File: src/rtl/flexbyte_pkg.sv
// flexbyte_pkg: sizing helpers shared by the flexbyte serial/parallel
// shift registers (pts and stp sides).
//   ratio_f(nin, nout) : chunks per wide word
//   cw_f(ratio)        : width of a chunk counter able to hold 0..ratio
package flexbyte_pkg;

  function automatic int ratio_f(input int nin, input int nout);
    return nin / nout;
  endfunction

  function automatic int cw_f(input int ratio);
    return $clog2(ratio + 1);
  endfunction

endpackage

File: src/rtl/flexbyte_pts_sr_if.sv
// flexbyte_pts_sr_if: load and output handshakes of the parallel-to-serial
// register.
//   load_valid/load_ready/load_data/load_len : wide word in
//   out_valid/out_ready/data_out/last        : chunk stream out
//   busy                                     : word in flight
// slave  = the shift register, master = the surrounding logic / bench.
interface flexbyte_pts_sr_if
  import flexbyte_pkg::*;
#(
  parameter int NUM_BYTES_IN  = 4,
  parameter int NUM_BYTES_OUT = 1
);
  localparam int CW = cw_f(ratio_f(NUM_BYTES_IN, NUM_BYTES_OUT));

  logic                       load_valid;
  logic                       load_ready;
  logic [NUM_BYTES_IN*8-1:0]  load_data;
  logic [CW-1:0]              load_len;
  logic                       out_valid;
  logic                       out_ready;
  logic [NUM_BYTES_OUT*8-1:0] data_out;
  logic                       last;
  logic                       busy;

  modport slave (
    input  load_valid, load_data, load_len, out_ready,
    output load_ready, out_valid, data_out, last, busy
  );

  modport master (
    output load_valid, load_data, load_len, out_ready,
    input  load_ready, out_valid, data_out, last, busy
  );
endinterface

File: src/rtl/flexbyte_pts_sr.sv
// flexbyte_pts_sr: loads one NUM_BYTES_IN-byte word and emits it as
// NUM_BYTES_OUT-byte chunks, MSB chunk first (MSB=1) or LSB chunk first.
//   clk  : rising-edge clock
//   rst  : synchronous active-high reset
//   bus  : flexbyte_pts_sr_if.slave (load and output handshakes, busy)
// rem counts chunks still to emit; rem==0 is the empty state.
module flexbyte_pts_sr
  import flexbyte_pkg::*;
#(
  parameter bit MSB           = 1'b1,
  parameter int NUM_BYTES_IN  = 4,
  parameter int NUM_BYTES_OUT = 1
) (
  input  logic               clk,
  input  logic               rst,
  flexbyte_pts_sr_if.slave   bus
);
  localparam int W     = NUM_BYTES_IN * 8;
  localparam int OW    = NUM_BYTES_OUT * 8;
  localparam int RATIO = ratio_f(NUM_BYTES_IN, NUM_BYTES_OUT);
  localparam int CW    = cw_f(RATIO);

  if (NUM_BYTES_IN <= NUM_BYTES_OUT) begin : g_chk_w
    $fatal(1, "flexbyte_pts_sr: NUM_BYTES_IN must exceed NUM_BYTES_OUT");
  end
  if (NUM_BYTES_IN % NUM_BYTES_OUT != 0) begin : g_chk_div
    $fatal(1, "flexbyte_pts_sr: NUM_BYTES_IN must be a multiple of NUM_BYTES_OUT");
  end

  logic [W-1:0]  shreg, shreg_nxt;
  logic [CW-1:0] rem, rem_nxt, len_eff;
  logic [OW-1:0] chunk;
  logic          out_valid, load_ready, pop, ld;

  always_comb begin
    // Out-of-range lengths fall back to a full word.
    len_eff    = (bus.load_len == '0 || bus.load_len > CW'(RATIO)) ? CW'(RATIO)
                                                                    : bus.load_len;
    out_valid  = (rem != '0);
    // Accept the next word while the final chunk leaves: no bubble.
    load_ready = (rem == '0) || (rem == CW'(1) && bus.out_ready);
    pop        = out_valid && bus.out_ready;
    ld         = bus.load_valid && load_ready;
    chunk      = MSB ? shreg[W-1 -: OW] : shreg[OW-1:0];
    shreg_nxt  = shreg;
    rem_nxt    = rem;
    if (ld) begin
      // A load coinciding with the last pop overwrites both fields.
      shreg_nxt = bus.load_data;
      rem_nxt   = len_eff;
    end else if (pop) begin
      shreg_nxt = MSB ? (shreg << OW) : (shreg >> OW);
      rem_nxt   = rem - CW'(1);
    end
  end

  always_ff @(posedge clk) begin
    if (rst) begin
      shreg <= '0;
      rem   <= '0;
    end else begin
      shreg <= shreg_nxt;
      rem   <= rem_nxt;
    end
  end

  assign bus.load_ready = load_ready;
  assign bus.out_valid  = out_valid;
  assign bus.busy       = out_valid;
  assign bus.last       = (rem == CW'(1));
  // Stale or discarded bytes never leak out while idle.
  assign bus.data_out   = out_valid ? chunk : '0;

endmodule

File: src/flat_wrapper.sv
// flat-port wrapper written by rule: the top's interface ports become plain ports
module flexbyte_pts_sr_flat import flexbyte_pkg::*;
#(
  parameter bit MSB           = 1'b1,
  parameter int NUM_BYTES_IN  = 4,
  parameter int NUM_BYTES_OUT = 1
)
  (clk, rst, bus_load_valid, bus_load_data, bus_load_len, bus_out_ready, bus_load_ready, bus_out_valid, bus_data_out, bus_last, bus_busy);
  flexbyte_pts_sr_if #(.NUM_BYTES_IN(NUM_BYTES_IN), .NUM_BYTES_OUT(NUM_BYTES_OUT)) bus_i ();
  input  logic clk;
  input  logic rst;
  input wire logic [$bits(bus_i.load_valid)-1:0] bus_load_valid;
  input wire logic [$bits(bus_i.load_data)-1:0] bus_load_data;
  input wire logic [$bits(bus_i.load_len)-1:0] bus_load_len;
  input wire logic [$bits(bus_i.out_ready)-1:0] bus_out_ready;
  output wire logic [$bits(bus_i.load_ready)-1:0] bus_load_ready;
  output wire logic [$bits(bus_i.out_valid)-1:0] bus_out_valid;
  output wire logic [$bits(bus_i.data_out)-1:0] bus_data_out;
  output wire logic [$bits(bus_i.last)-1:0] bus_last;
  output wire logic [$bits(bus_i.busy)-1:0] bus_busy;
  assign bus_i.load_valid = bus_load_valid;
  assign bus_i.load_data = bus_load_data;
  assign bus_i.load_len = bus_load_len;
  assign bus_i.out_ready = bus_out_ready;
  assign bus_load_ready = bus_i.load_ready;
  assign bus_out_valid = bus_i.out_valid;
  assign bus_data_out = bus_i.data_out;
  assign bus_last = bus_i.last;
  assign bus_busy = bus_i.busy;
  flexbyte_pts_sr #(.MSB(MSB), .NUM_BYTES_IN(NUM_BYTES_IN), .NUM_BYTES_OUT(NUM_BYTES_OUT)) u_core (.clk(clk), .rst(rst), .bus(bus_i));
endmodule
File: config.mk
export PLATFORM = sky130hd
export DESIGN_NAME = flexbyte_pts_sr_flat
export DESIGN_NICKNAME = d
export VERILOG_FILES = /design/src/rtl/flexbyte_pkg.sv /design/src/rtl/flexbyte_pts_sr_if.sv /design/src/rtl/flexbyte_pts_sr.sv /design/src/flat_wrapper.sv
export SDC_FILE = /design/constraint.sdc
export NUM_CORES = 1
export LEC_CHECK = 0
export ABC_AREA = 1
export BUFFER_PORTS_ARGS = -buffer_cell sky130_fd_sc_hd__buf_2
export CAP_MARGIN = 20
export CORE_UTILIZATION = 50
export CTS_BUF_LIST = sky130_fd_sc_hd__clkbuf_16
export CTS_CLUSTER_SIZE = 20
export DETAILED_ROUTE_END_ITERATION = 12
export PLACE_DENSITY = 0.76
export SETUP_SLACK_MARGIN = 0.05
export SYNTH_ARGS = -nofsm -noshare
export SYNTH_HDL_FRONTEND = slang
export SYNTH_SLANG_ARGS = --single-unit
File: constraint.sdc
create_clock -name clk -period 1.8 [get_ports clk]
set_input_delay 0.27 -clock clk [delete_from_list [all_inputs] [get_ports clk]]
set_output_delay 0.27 -clock clk [all_outputs]
set_load 0.02 [all_outputs]
Yosys cells after proc, flatten, opt, wreduce, memory -nomap -nowiden
Cells that the tools add are included.

storage, ports and cells
  logic and storage cells = 20
  register bits = 35
  input bits = 39

cells by class
  muxes and demuxes = 6
  eq/ne operators = 1
  reductions and logical operators = 9
  add/subtract/negate cells = 1
  $lt $le $gt $ge = 1

operators with widths
  operator                                                               number
  32-bit 2-to-1 mux                                                      2
  3-bit 2-to-1 mux                                                       3
  8-bit 2-to-1 mux                                                       1
  3-bit zero test                                                        2
  3-bit by 1-bit equality test with 1-bit output, second input constant  1
  3-bit greater-than comparator, second input constant                   1
  1-bit logical AND                                                      3
  3-bit nonzero test                                                     1
  3-bit by 1-bit subtractor with 3-bit output, second input constant     1
  1-bit logical OR                                                       2
  2-bit nonzero test                                                     1

Logic depth before layout (Yosys ltp)
Gate-level depths: netlist of the first run.

  word-level depth = 5
  mapped depth = 11
  mapped depth without buffers = 10

Least setup slack after synthesis of the first run
No wires, ideal clock.

  path kind = flip-flop to flip-flop
  start = register u_core.rem[0]
  end = register u_core.shreg[29]
  required time = 1.691 ns
  cell stages (with the launch flop) = 12
  path slack = 0.303 ns
  arrival time = 1.389 ns
  setup time = 0.109 ns
  cells stage by stage = dfxtp_1 > inv_1 > ha_1 > nand2_4 > nand2_4 > nand2_4 > inv_4 > buf_6 > nand2_1 > nand3_1 > nand2_1 > inv_1

on the way
  elaborated cells between the ends (all ways) = 9
  those cells by class = 1 x eq/ne; 1 x mux; 7 x reduce/logical

RTL lines
  element                              RTL line               RTL
  start: declaration                   flexbyte_pts_sr.sv:31  logic [CW-1:0] rem, rem_nxt, len_eff;
  start signal: assignment             flexbyte_pts_sr.sv:63  rem <= rem_nxt;
  3-bit nonzero test                   flexbyte_pts_sr.sv:39  out_valid = (rem != '0);
  via bus_busy                         flat_wrapper.sv:20     output wire logic [$bits(bus_i.busy)-1:0] bus_busy;
  1-bit logical AND                    flexbyte_pts_sr.sv:42  pop = out_valid && bus.out_ready;
  2-bit nonzero test (no source line)  n/a
  end signal: assignment               flexbyte_pts_sr.sv:62  shreg <= shreg_nxt;
  end: declaration                     flexbyte_pts_sr.sv:30  logic [W-1:0] shreg, shreg_nxt;

The timed path passes the listed nets, and every way through them passes these cells.
A chain may end at the register's enable or synchronous reset.

Worst setup path after layout of the first run
  start = register u_core.rem[0]
  end = output bus_data_out[6]

on the way
  longest elaborated chain between the ends = 2

ends and longest elaborated chain
  element             RTL line               RTL
  3-bit nonzero test  flexbyte_pts_sr.sv:39
  8-bit 2-to-1 mux    flexbyte_pts_sr.sv:72  assign bus.data_out = out_valid ? chunk : '0;
  end: declaration    flat_wrapper.sv:18     output wire logic [$bits(bus_i.data_out)-1:0] bus_data_out;

Every way passes these cells.

==> results of run 1 <==
==> cell usage after synthesis, types with 4 or more instances <==
cell      number  area (µm²)
a21oi_1        9       45.04
buf_4          5       37.54
buf_6          6       67.56
clkinv_1       6       22.52
dfxtp_1       35       700.7
ha_1           4       50.05
inv_1         60       225.2
nand2_1       93       349.1
nand3_1       28       140.1
nor2_1        11       41.29
o21ai_0       17       85.08
o21ai_1       10       50.05
==> repair_timing <==
| item | in CTS | in global routing |
|---|---|---|
| setup buffers | 2 | 4 |
| hold buffers | 0 | 0 |
| gates resized for setup | 2 | 14 |
| setup endpoints to repair | 8 | 41 |
| pin swaps | 1 | 5 |
==> layout make-up <==
cell class                 instances  area [µm²]
multi-input combinational        181       859.6
timing repair buffer              61       351.6
sequential                        35       703.2
tap                               48       60.06
inverter                          70       271.5
clock inverter                     3       38.79
fill                             349        1279
clock buffer                       5       125.1
==> worst min-delay path: cells and delay by family <==
kind,cells,cell delay (ps)
AO/OA/AOI/OAI,1,50
AND/OR/NAND/NOR,1,50
buffers and inverters,1,90
==> registers in the layout, summed over array words and instances, names as in the netlist <==
| name | count |
|---|---|
| u_core.rem | 3 |
| u_core.shreg | 32 |
==> final timing paths <==
check | endpoint | slack (ps) | cells past startpoint
max reg2reg | u_core.shreg[26] | 230 | 11
min reg2reg | u_core.shreg[0] | 460 | 2
min | u_core.shreg[0] | 240 | 3
max | bus_data_out[6] | 160 | 6
==> layer usage <==
layer / up-vias / wire length [µm]
met1: 761 / 1843
met5: - / 0
li1: 1000 / -
met4: 0 / 33
met3: 4 / 238
met2: 59 / 1697
==> power by group <==
part	total, mW	internal, mW	switching (mW)
registers	1.28	1.11	0.173
logic	2.62	1.02	1.60
clock network	0.950	0.645	0.306
==> cell families (layout without fill, tap and decap cells) <==
kind of cell	after synthesis	in the layout	synth area share, %
flip-flops	35	35	36.34
AND/OR/NAND/NOR	139	139	30.56
AO/OA/AOI/OAI	37	37	10.19
adder cells (fa/ha/maj)	4	4	2.596
buffers and inverters	84	139	19.86
XOR/XNOR	1	1	0.4543
==> through the flow <==
step	cell area, µm²	util (%)	cells
after floorplan	1928	-	300
after global placement	2158	58.51	389
after detailed placement	2158	58.51	389
after CTS	2342	63.50	399
after global routing	2410	65.33	403
final	2410	65.33	403
==> results_dict.tcl, run 1 <==
set metrics [dict create \
    first_global_vias 1537 \
    synth_edf_count 0 \
    finalSetupTns_ps 0 \
    vias_per_cell 4.526 \
    detail-route-antenna-nets 0 \
    synth_cell_types 23 \
    crit_type "flop to output pin" \
    setup.worst_path.start "u_core.rem[0]" \
    async_flop_share_pct 0 \
    diodes 0 \
    power_density_nw_per_um2 2014 \
    finalSetupViolCount 0 \
    via_count 1824 \
    place.detailed.hpwl_um 2563 \
    timing.critical_path.max_delay_family "buffers and inverters" \
    fin_skew_ps 2.729 \
    finalMaxSlewViolations 0 \
    wl_um 3812 \
    finalWorstSetupSlack_ps 159.2 \
    die_w_um 64.10 \
    antenna_found_initial 0 \
    worst_path_largest_cell_delay_ps 340 \
    track_usage_pct 19.81 \
    fp-row-count 22 \
    met3_usage_pct 6.071 \
    cts_root_buffer "clkbuf_16" \
    grt_util_met2_pct 31.91 \
    synth_flop_cell "dfxtp_1" \
    peakVddDrop_mv 1.011 \
    maxCapViolCount 0 \
    drt_iter0_drc 82 \
    port_buffers 50 \
    dieArea_um2 4109 \
    ios 51 \
    cts_sinks 35 \
    cp.arrival_ps 1370 \
    whs_ps 237.4 \
    core_area_um2 3689 \
    dp_slack_ps 139.8 \
    hold_path_class "primary input to flop" \
    overflow 0 \
    final_cell_mix "93 x nand2_1, 57 x inv_1, 44 x buf_2, 33 x dfxtp_1, 28 x nand3_1" \
    busiest_layer "met2" \
    fin_nets 397 \
    drcViolationCount 0 \
    status "completed" \
    drtPass1Iterations 4 \
    crit_path_cell_trace "inv_2 > ha_4 > nand2_4 > clkinvlp_4 > nor2_1 > buf_4" \
    synth.avg_cell_area_um2 6.427 \
    grt_pass1_wl_um 6382 \
    p_total_mw 4.853 \
    finalHoldViolCount 0 \
    crit_slowest_cell "dfxtp_2" \
    synthCells 300 \
    rsz0062_at_grt "false" \
    syn-num-nets 343 \
    max_slew_margin_pct 78.05 \
    period_needed_ps 1641 \
    crit_buf_inv 3 \
    path_clk_slew_ps 50 \
    initial_core_util_pct 52.27 \
    cts_buffers 5 \
    finalCritPeriodShare_pct 91.15 \
    ys_ff_latch 35 \
    die_h_um 64.10 \
    required_ps 1530 \
    grt_max_degree 34 \
    critPathLaunchType "flop" \
    htree_levels 2 \
    drive_above_1_share_pct 24.23 \
    yosysSeqAreaShare_pct 36.34 \
    cp_max_fo 8 \
    wl_per_cell_um 9.459 \
    fmaxAchievable_ghz 0.6095 \
    worst_slew_pin_slew_ps 328.0 \
    cts_tree "built" \
    r2r-start "u_core.rem[0]" \
    layout_commonest_cell "nand2_1" \
    hp-start "bus_load_data[0]" \
    worstSkewPairLatency_ps 270 \
    routabilityCongestion 0.7772 \
    grt_use_met1_pct 25.75 \
    syn_area_um2 1928 \
    ys_warn_count 0 \
    p_leak_nw 1.371 \
    cp-end-kind "output pin" \
    areaGrowthSynthToFinish_pct 24.98 \
    clk_path_buf_depth 2 \
]
Power figures use the tool's default switching activity.
==> run 2: changes to the inputs <==
--- a/config.mk
+++ b/config.mk
@@ -8,5 +8,5 @@
 export ABC_AREA = 1
 export BUFFER_PORTS_ARGS = -buffer_cell sky130_fd_sc_hd__buf_2
-export CAP_MARGIN = 20
+export CAP_MARGIN = 15
 export CORE_UTILIZATION = 50
 export CTS_BUF_LIST = sky130_fd_sc_hd__clkbuf_16
@@ -14,4 +14,5 @@
 export DETAILED_ROUTE_END_ITERATION = 12
 export PLACE_DENSITY = 0.76
+export REMOVE_ABC_BUFFERS = 1
 export SETUP_SLACK_MARGIN = 0.05
 export SYNTH_ARGS = -nofsm -noshare
==> constraint.sdc (replaced) <==
create_clock -name clk -period 1.8 [get_ports clk]
set_input_delay 0.18 -clock clk [delete_from_list [all_inputs] [get_ports clk]]
set_output_delay 0.18 -clock clk [all_outputs]
set_load 0.02 [all_outputs]
==> run 2 against run 1 <==
Critical path depth unchanged. Via count down 0.99%. Largest power group unchanged. Power down 2.6%. Sequential power about the same. Worst hold slack worse by 92 ps. Design area down 1.3%. Sequential share of layout area up 0.38 points. Final cell count down 0.99%. Utilization down 0.85 points. Largest cell class unchanged. Register-to-register slack worse by 40 ps. Count of clock-buffer cells in the layout unchanged. Global-route usage up 1.9 points.
==> results_dict.tcl, run 2 (synthesis results as in run 1) <==
set metrics [dict create \
    areaGrowthSynthToFinish_pct 23.36 \
    fin_cells 399 \
    peakVddDrop_mv 0.9390 \
    diodes 0 \
    crit_end "bus_data_out[1]" \
    cts_root_buffer "clkbuf_16" \
    reg_top3 "u_core.shreg: 32 flops, u_core.rem: 3 flops" \
    fillers 372 \
    finalSetupViolCount 0 \
    cts_tree "built" \
    worstSkewPairLatency_ps 280 \
    path_clk_slew_ps 50 \
    period_needed_ps 1671 \
    ff2ff_path_depth 9 \
    grt_pass1_wl_um 6927 \
    place.detailed.hpwl_um 2601 \
    crit_slowest_cell "dfxtp_2" \
    die_h_um 64.10 \
    crit_cells 6 \
    wl_um 3947 \
    cts_buffers 5 \
    dieArea_um2 4109 \
    detail-route-antenna-nets 0 \
    hold_path_class "primary input to flop" \
    overflow 0 \
    antenna_found_initial 0 \
    drive_above_1_share_pct 23.93 \
    wl_per_cell_um 9.892 \
    finalMaxSlewViolations 0 \
    core_area_um2 3689 \
    fin_skew_ps 4.883 \
    whs_path_depth 3 \
    crit_buf_inv 3 \
    crit_path_cell_trace "inv_2 > ha_2 > nand2_4 > clkinvlp_4 > nor2_1 > buf_4" \
    routabilityCongestion 0.7530 \
    drt_iter0_drc 87 \
    grt_max_degree 34 \
    reg2reg_to "u_core.shreg[14]" \
    fp-row-count 22 \
    ios 51 \
    timing.critical_path.max_delay_family "buffers and inverters" \
    seq_area_um2 703.2 \
    max_slew_margin_pct 77.50 \
    vias_per_cell 4.526 \
    whs_ps 145.8 \
    drtPass1Iterations 4 \
    required_ps 1620 \
    track_usage_pct 21.75 \
    first_global_vias 1666 \
    r2r-start "u_core.rem[1]" \
    largest_register_ffs 32 \
    setup.worst_path.start "u_core.rem[0]" \
    drcViolationCount 0 \
    layout_commonest_cell "nand2_1" \
    finalCritPeriodShare_pct 92.85 \
    cp-end-kind "output pin" \
    port_buffers 50 \
    cp_max_fo 8 \
    initial_core_util_pct 52.27 \
    final_cell_mix "93 x nand2_1, 58 x inv_1, 42 x buf_2, 33 x dfxtp_1, 28 x nand3_1" \
    worst_path_largest_cell_delay_ps 350 \
    cts_sinks 35 \
    rsz0062_at_grt "false" \
    via_count 1806 \
    status "completed" \
    htree_levels 2 \
    fmaxAchievable_ghz 0.5983 \
    finalHoldViolCount 0 \
    p_leak_nw 1.347 \
    final_util_pct 64.48 \
    clk_path_buf_depth 2 \
    dp.cells 390 \
    die_w_um 64.10 \
    maxCapViolCount 0 \
    power_density_nw_per_um2 1988 \
    worst_slew_pin_slew_ps 336.2 \
    p_total_mw 4.729 \
    r2r_slack_ps 190 \
    regMostFlops "u_core.shreg" \
    crit_type "flop to output pin" \
    critPathLaunchType "flop" \
    multi_input_area_um2 857.1 \
    fin_nets 393 \
    cp.arrival_ps 1490 \
]
run 2: changes by cell type in the layout (fill, tap and decap cells not counted), sizes merged:
cell and delta:
buf -4
run 2: layer usage:
metal	share of wire [%]	GRT usage (%)
met5	0	0
met4	2.0	10.83
met3	3.5	4.643
met2	47	39.10
met1	47	23.98
run 2: area by class of cell:
cell class,count,area share (%)
multi-input cells,181,36.03
repair buffers,57,13.57
clock inverters,3,1.631
flip-flops and latches,35,29.56
inverters,70,11.42
well taps,48,2.525
clock buffers,5,5.260
run 2: timing repair:
action                                  4_1_cts  5_1_grt
buffers inserted                              0        1
resized for setup                             0       18
hold endpoints to repair                      0        0
endpoints found under the setup margin        0       19
hold buffers                                  0        0
run 2: tightest hold or removal path, stage by stage:
cell and delay, ps:
buf_2 90, nand2_1 50, a21oi_1 50
run 2: where the power goes:
group | internal, mW | switching (mW)
clock network | 0.645 | 0.310
logic | 0.918 | 1.58
registers | 1.11 | 0.167
total | 2.67 | 2.06
run 2: how the worst min path moves through the flow:
stage | startpoint | end | slack (ps)
2_1_floorplan | rst | u_core.rem[2] | 250
3_3_place_gp | bus_load_data[0] | u_core.shreg[0] | 430
3_5_place_dp | bus_load_data[0] | u_core.shreg[0] | 430
4_1_cts | bus_load_data[0] | u_core.shreg[0] | 150
5_1_grt | bus_load_data[5] | u_core.shreg[5] | 160
6_report | bus_load_data[4] | u_core.shreg[4] | 150
run 2: through the flow:
step / setup TNS (ps) / setup slack, ps / instance area, µm²
global placement: 0 / 226.1 / 2166
floorplan: -560.2 / -80.53 / 1810
detailed placement: 0 / 170.2 / 2166
finish: 0 / 128.7 / 2379
global route: 0 / 45.84 / 2379
CTS: 0 / 63.56 / 2330
